<file path="src/rtl/skew_feeder_pkg.sv">
// Shared types and constants for the skew feeder: FSM states, array size, step count and
// element address layout {row, col}.
package skew_feeder_pkg;

  typedef enum logic {StIdle, StFeed} state_e;

  localparam int unsigned N_DIM    = 4;
  localparam int unsigned STEPS    = 2 * N_DIM - 1;
  localparam int unsigned ROW_W    = 2;
  localparam int unsigned COL_W    = 2;
  localparam int unsigned ADDR_W   = ROW_W + COL_W;
  localparam int unsigned NUM_ELEM = N_DIM * N_DIM;
  localparam int unsigned T_W      = 3;

  localparam logic [T_W-1:0] T_LAST = T_W'(STEPS - 1);

endpackage

</file>
<file path="src/rtl/skew_lane.sv">
// Skew lane: maps the current feed step to the element index this lane presents, or flags the
// lane idle (index 0) when the step lies outside its diagonal window.
module skew_lane
  import skew_feeder_pkg::*;
#(
  parameter int unsigned LANE  = 0,
  parameter bit          NORTH = 1'b0
) (
  input  logic [T_W-1:0]    i_t,
  output logic              o_valid,
  output logic [ADDR_W-1:0] o_idx
);

  localparam logic [ROW_W-1:0] LANE_IDX = ROW_W'(LANE);

  logic [T_W:0]     w_diff;
  logic [COL_W-1:0] w_pos;

  always_comb begin
    w_diff  = {1'b0, i_t} - (T_W + 1)'(LANE);
    // Borrow means t < lane; bit 2 set means t - lane > 3.
    o_valid = ~w_diff[T_W] & ~w_diff[T_W-1];
    w_pos   = ~w_diff[COL_W-1:0];
    o_idx   = '0;
    if (o_valid) begin
      o_idx = NORTH ? {w_pos, LANE_IDX} : {LANE_IDX, w_pos};
    end
  end

endmodule

</file>
<file path="src/rtl/skew_feeder.sv">
// Skew feeder: stores 4x4 A/B matrices and streams them diagonally skewed into a systolic array.
// Define SKEW_FEEDER_DBUF_EN for double-buffered storage with back-to-back feeds.
module skew_feeder
  import skew_feeder_pkg::*;
#(
  parameter int unsigned DATA_W = 32,
  parameter int unsigned N      = 4
) (
  input  logic              i_clk,
  input  logic              i_rst_n,
  input  logic              i_wr_valid,
  output logic              o_wr_ready,
  input  logic              i_wr_sel,
  input  logic [ADDR_W-1:0] i_wr_addr,
  input  logic [DATA_W-1:0] i_wr_data,
  input  logic              i_start,
  output logic              o_busy,
  output logic              o_feed_done,
  output logic [DATA_W-1:0] o_inp_west0,
  output logic [DATA_W-1:0] o_inp_west1,
  output logic [DATA_W-1:0] o_inp_west2,
  output logic [DATA_W-1:0] o_inp_west3,
  output logic [DATA_W-1:0] o_inp_north0,
  output logic [DATA_W-1:0] o_inp_north1,
  output logic [DATA_W-1:0] o_inp_north2,
  output logic [DATA_W-1:0] o_inp_north3
);

  if (N != N_DIM) begin : g_bad_n
    $error("skew_feeder: N must be 4");
  end

  state_e           r_state, w_state_d;
  logic [T_W-1:0]   r_t, w_t_d;
  logic             w_restart, w_wr_fire, w_wr_bank0;
  logic [DATA_W-1:0] r_a0 [NUM_ELEM];
  logic [DATA_W-1:0] r_b0 [NUM_ELEM];

  logic              w_west_v [N_DIM];
  logic              w_north_v [N_DIM];
  logic [ADDR_W-1:0] w_west_idx [N_DIM];
  logic [ADDR_W-1:0] w_north_idx [N_DIM];
  logic [DATA_W-1:0] w_a_rd [N_DIM];
  logic [DATA_W-1:0] w_b_rd [N_DIM];
  logic [DATA_W-1:0] w_west_d [N_DIM];
  logic [DATA_W-1:0] w_north_d [N_DIM];
  logic [DATA_W-1:0] r_west [N_DIM];
  logic [DATA_W-1:0] r_north [N_DIM];
  logic              w_done_d, r_feed_done;

`ifdef SKEW_FEEDER_DBUF_EN
  logic              r_pending, w_pending_d, r_bank, w_wr_bank1;
  logic [DATA_W-1:0] r_a1 [NUM_ELEM];
  logic [DATA_W-1:0] r_b1 [NUM_ELEM];

  assign o_wr_ready = 1'b1;
  assign o_busy     = (r_state == StFeed) | r_pending;
  // In IDLE both banks take the write so contents persist across bank swaps.
  assign w_wr_bank0 = (r_state == StIdle) | r_bank;
  assign w_wr_bank1 = (r_state == StIdle) | ~r_bank;
`else
  assign o_wr_ready = (r_state == StIdle);
  assign o_busy     = (r_state == StFeed);
  assign w_wr_bank0 = 1'b1;
`endif

  assign w_wr_fire = i_wr_valid & o_wr_ready;

  always_ff @(posedge i_clk or negedge i_rst_n) begin
    if (!i_rst_n) begin
      r_state <= StIdle;
      r_t     <= '0;
    end else begin
      r_state <= w_state_d;
      r_t     <= w_t_d;
    end
  end

  always_comb begin
    w_state_d = r_state;
    w_t_d     = r_t;
`ifdef SKEW_FEEDER_DBUF_EN
    w_pending_d = r_pending;
    w_restart   = (r_state == StFeed) && (r_t == T_LAST) && (r_pending || i_start);
    if (r_state == StFeed) begin
      if (r_t == T_LAST) begin
        w_pending_d = 1'b0;
      end else if (i_start) begin
        w_pending_d = 1'b1;
      end
    end
`else
    w_restart = 1'b0;
`endif
    unique case (r_state)
      StIdle: begin
        if (i_start) begin
          w_state_d = StFeed;
          w_t_d     = '0;
        end
      end
      StFeed: begin
        if (r_t == T_LAST) begin
          w_t_d = '0;
          if (!w_restart) w_state_d = StIdle;
        end else begin
          w_t_d = r_t + 1'b1;
        end
      end
      default: w_state_d = StIdle;
    endcase
  end

`ifdef SKEW_FEEDER_DBUF_EN
  always_ff @(posedge i_clk or negedge i_rst_n) begin
    if (!i_rst_n) begin
      r_pending <= 1'b0;
      r_bank    <= 1'b0;
      for (int k = 0; k < NUM_ELEM; k++) begin
        r_a1[k] <= '0;
        r_b1[k] <= '0;
      end
    end else begin
      r_pending <= w_pending_d;
      if (w_restart) r_bank <= ~r_bank;
      if (w_wr_fire && w_wr_bank1) begin
        if (i_wr_sel) r_b1[i_wr_addr] <= i_wr_data;
        else          r_a1[i_wr_addr] <= i_wr_data;
      end
    end
  end
`endif

  always_ff @(posedge i_clk or negedge i_rst_n) begin
    if (!i_rst_n) begin
      for (int k = 0; k < NUM_ELEM; k++) begin
        r_a0[k] <= '0;
        r_b0[k] <= '0;
      end
    end else if (w_wr_fire && w_wr_bank0) begin
      if (i_wr_sel) r_b0[i_wr_addr] <= i_wr_data;
      else          r_a0[i_wr_addr] <= i_wr_data;
    end
  end

  for (genvar g = 0; g < N_DIM; g++) begin : g_lane
    skew_lane #(.LANE(g), .NORTH(1'b0)) u_west (
      .i_t    (r_t),
      .o_valid(w_west_v[g]),
      .o_idx  (w_west_idx[g])
    );
    skew_lane #(.LANE(g), .NORTH(1'b1)) u_north (
      .i_t    (r_t),
      .o_valid(w_north_v[g]),
      .o_idx  (w_north_idx[g])
    );
  end

  always_comb begin
    for (int i = 0; i < N_DIM; i++) begin
`ifdef SKEW_FEEDER_DBUF_EN
      w_a_rd[i] = r_bank ? r_a1[w_west_idx[i]] : r_a0[w_west_idx[i]];
      w_b_rd[i] = r_bank ? r_b1[w_north_idx[i]] : r_b0[w_north_idx[i]];
`else
      w_a_rd[i] = r_a0[w_west_idx[i]];
      w_b_rd[i] = r_b0[w_north_idx[i]];
`endif
      w_west_d[i]  = '0;
      w_north_d[i] = '0;
      if (r_state == StFeed) begin
        if (w_west_v[i])  w_west_d[i]  = w_a_rd[i];
        if (w_north_v[i]) w_north_d[i] = w_b_rd[i];
      end
    end
    w_done_d = (r_state == StFeed) && (r_t == T_LAST);
  end

  always_ff @(posedge i_clk or negedge i_rst_n) begin
    if (!i_rst_n) begin
      r_feed_done <= 1'b0;
      for (int i = 0; i < N_DIM; i++) begin
        r_west[i]  <= '0;
        r_north[i] <= '0;
      end
    end else begin
      r_feed_done <= w_done_d;
      for (int i = 0; i < N_DIM; i++) begin
        r_west[i]  <= w_west_d[i];
        r_north[i] <= w_north_d[i];
      end
    end
  end

  assign o_feed_done  = r_feed_done;
  assign o_inp_west0  = r_west[0];
  assign o_inp_west1  = r_west[1];
  assign o_inp_west2  = r_west[2];
  assign o_inp_west3  = r_west[3];
  assign o_inp_north0 = r_north[0];
  assign o_inp_north1 = r_north[1];
  assign o_inp_north2 = r_north[2];
  assign o_inp_north3 = r_north[3];

endmodule
</file>
<file path="config.mk">
export PLATFORM = sky130hd
export DESIGN_NAME = skew_feeder
export DESIGN_NICKNAME = d
export VERILOG_FILES = /design/src/rtl/skew_feeder_pkg.sv /design/src/rtl/skew_lane.sv /design/src/rtl/skew_feeder.sv
export SDC_FILE = /design/constraint.sdc
export NUM_CORES = 2
export LEC_CHECK = 0
export ABC_AREA = 1
export CORE_AREA = 2 2 349 351
export CTS_CLUSTER_SIZE = 12
export DETAILED_ROUTE_END_ITERATION = 10
export DIE_AREA = 0 0 351 353
export PLACE_DENSITY = 0.68
export SETUP_SLACK_MARGIN = 0.05
export SYNTH_ARGS = -nofsm -noshare
export SYNTH_HDL_FRONTEND = slang
export SYNTH_SLANG_ARGS = --single-unit
</file>
<file path="constraint.sdc">
create_clock -name i_clk -period 2.5 [get_ports i_clk]
set_input_delay 0.375 -clock i_clk [delete_from_list [all_inputs] [get_ports i_clk]]
set_output_delay 0.375 -clock i_clk [all_outputs]
set_load 0.02 [all_outputs]
</file>
==> metrics.md <==
| Metric | Value |
|---|---|
| Status | finished clean |
| Worst vdd ir | just under 0.001 V |
| Post-synth cell types | 30 |
| Worst skew pair latency | roughly 750 ps |
| Clk_skew | approximately 24 ps |
| Share of layout cells above drive strength 1 | under 10% |
| # fillers | around 11,000 |
| Initial Util | 44.6% |
| Flops & latches, synth | around 1,300 |
| IO Pins | 300 |
| Most used cell, CP | nand2_1 |
| Delay-heaviest family, CP | simple AND/OR/NAND/NOR gates |
| Post-synthesis area per instance | roughly 8.6 um2 |
| Cells after Synth | between 6,000 and 7,000 |
| Port bufs | approximately 300 |
| Final WL | roughly 160,000 um |
| Arr. time, crit path | around 3000 ps |
| Cell Rows | ~130 |
| 1st-pass router iterations | 6 |
| Setup Viol. Count Final | 0 |
| Largest net degree at the start of global routing | approximately 130 |
| Synthesized cell area | approximately 54,000 um2 |
| Drt wl/cell | ~20 um |
| Largest fanout on the critical path | 48 |
| Fin area | 63,500 um2 |
| TNS Setup | 0 ps |
| Via Count | about 43,000 |
| Static leakage | about 30 nW |
| Global-route wire length before repair | around 250,000 um |
| Dpl cell area | between 50,000 and 60,000 um2 |
| # nets final | around 6,400 |
| Most frequent cells in the layout | nand2_1 (1,613), dfrtp_1 (1,284), o21ai_0 (958) |
| Worst-Margin Slew | 719 ps |
| Critical path cell sequence | inv_4 > ha_2 > nand2_1 > nand2_4 > inv_2 > nor2_4 > buf_12 > nand2_1 > nand2_1 > nand2_1 > a21oi_1 |
| Total grt overflow | 0 |
| CP peak stage delay | a little over 400 ps |
| Hold WC Path Type | input pin to async pin |
| Die W | approximately 350 um |
| Syn-to-layout area delta | 18.1% |
| Remaining DRCs | 0 |
| CTS max path bufs | 3 |
| Final Hold Fails | 0 |
| Buf/Inv on CP | 3 |
| Asr flop ratio synth | 100% |
| Syn Nets | approximately 6,300 |
| Full die area | about 120,000 um2 |
| Sequential share of the synthesized area | 59.8% |
| Final period util | a little over nine tenths |
| Detailed Place HPWL | 94,000 um |
| Die height | 353 um |
| Total power | approximately 75 mW |
| Fmax | 418 MHz |
| H-Tree Depth | 4 |
| Clock slew at the register clock pins of the worst setup and hold paths | roughly 60 ps |
| CORE AREA | around 120,000 um2 |
| Req. time, crit path | between 3000 and 4000 ps |
| Vias in the first global route | roughly 41,000 |
| CTS sink cnt | approximately 1,300 |
| RSZ-0062 raised after global routing | no |
| Tot GR Track Use | 25.8% |
| Ys flop type | dfrtp_1 |
| Rel. slew slack | 51.9% |
| Power per cell area | about 1200 nW/um2 |
| Detail Route Antenna Nets | 0 |
| Max Cap Viol | 0 |
| Leading cell type in the layout, fill and taps excluded | nand2_1 |
| TritonCTS clock tree | done |
| CP endpoint kind | flip-flop |
| GP Congestion | 0.840 |
| Via density | about 5.4 |
| Yosys warnings | 0 |
| Min cycle time layout | around 2400 ps |
| Critical path's slowest cell | dfrtp_1 |
| Initial DRC Count | between 4,000 and 5,000 |
| Initial antenna violation count | 10 |
| Worst Setup Start Kind | flip-flop |
| Max Slew Vio Count | 0 |
| Post-synth EDFFs | 0 |
| CTS Buf Count | 138 |
| Setup CP Type | flip-flop to flip-flop |
| Root buf cell | clkbuf_16 |
## power breakdown
group	internal [mW]	switching (mW)	total (mW)	leakage, nW
clock network	11.6	8.24	19.8	2.15
registers	25.1	2.31	27.4	17.5
logic	9.36	18.3	27.7	10.3
total	46.1	28.8	74.9	30.0
## layer usage
metal	global-route usage, %	share of wire [%]	routed length (um)	vias to the layer above
met5	0	0.041	65	-
li1	-	-	-	20500
met2	38.6	45	71400	1433
met1	37.0	44	70800	21200
met4	10.2	3.8	6020	10
met3	5.18	7.2	11500	294
## stage by stage
| stage | hold WS, ps | setup WS, ps | util [%] | instances |
|---|---|---|---|---|
| final | 164 | 108 | 52.7 | 8090 |
| after global placement | 270 | 192 | 49.0 | 7850 |
| after CTS | 140 | 87.2 | 52.6 | 8087 |
| after floorplan | 79.4 | 357 | - | 6259 |
| after global routing | 163 | 63.9 | 52.7 | 8089 |
| after detailed placement | 273 | 128 | 49.0 | 7850 |
## worst register-to-register path, cell delays in order (launching register included)
cell	delay (ps)
dfrtp_1	410
inv_4	160
ha_2	240
nand2_1	90
nand2_4	240
inv_2	80
nor2_4	130
buf_12	240
nand2_1	170
nand2_1	70
nand2_1	40
a21oi_1	350
## state kept, by name, summed over array words and instances, names as in the netlist
name	cells
o_inp_north0	32
o_busy	1
o_inp_north3	32
o_inp_west0	32
o_inp_north1	32
r_a0	512
o_inp_west3	32
o_inp_north2	32
o_feed_done	1
r_t	3
o_inp_west1	32
r_b0	512
o_inp_west2	32
## area by class of cell
cell class	instances	area (um2)	share of cell area (%)
clock buffers	214	4150	6.54
multi-input cells	4309	18900	29.8
flip-flops and latches	1285	32200	50.6
repair buffers	484	5440	8.56
inverters	150	571	0.898
clock inverters	22	226	0.357
diodes	1	2.50	0.00394
well taps	1625	2030	3.20
## cells in the mapped netlist, types with 2 or more instances
| cell type | number | area (um2) |
|---|---|---|
| a21oi_1 | 193 | 966 |
| buf_1 | 19 | 71.3 |
| buf_2 | 159 | 796 |
| buf_4 | 20 | 150 |
| buf_6 | 4 | 45.0 |
| clkbuf_1 | 313 | 1170 |
| dfrtp_1 | 1285 | 32200 |
| ha_1 | 7 | 87.6 |
| inv_1 | 138 | 518 |
| inv_2 | 9 | 33.8 |
| inv_4 | 2 | 12.5 |
| nand2_1 | 1628 | 6110 |
| nand2_2 | 13 | 81.3 |
| nand2_4 | 11 | 124 |
| nand3_1 | 101 | 505 |
| nand3_2 | 2 | 20.0 |
| nand4_1 | 81 | 507 |
| nor2_1 | 855 | 3210 |
| nor2_2 | 3 | 18.8 |
| nor2_4 | 2 | 22.5 |
| o211ai_1 | 4 | 30.0 |
| o21ai_0 | 958 | 4790 |
| o21ai_1 | 399 | 2000 |
| o21bai_1 | 10 | 75.1 |
| o22ai_1 | 2 | 12.5 |
| or2_1 | 2 | 12.5 |
| or2_2 | 36 | 225 |
## worst paths after layout
check,startpoint,endpoint,slack (ps),depth (start not counted)
worst max-delay path,r_t[2],o_inp_north3[19],110,11
worst min-delay path,i_rst_n,o_inp_north3[10],160,2
worst max register to register,r_t[2],o_inp_north3[19],110,11
worst min register to register,r_b0[146],r_b0[146],480,2
max in group asynchronous,i_rst_n,o_inp_west2[21],1290,3
min in group i_clk,i_wr_data[28],r_b0[508],250,3
## logic make-up after synthesis
group	share of synthesized area [%]
AND/OR/NAND/NOR	20.2
AO/OA/AOI/OAI	14.7
adder cells (fa/ha/maj)	0.163
buffers and inverters	5.22
flip-flops	59.8
## what timing repair did
item	4_1_cts	5_1_grt
hold endpoints to repair	738	0
setup endpoints to repair	0	10
resized for setup	0	1
hold buffers	1	0
setup buffers	0	1
Note: power is estimated with default switching activity, not from simulation.
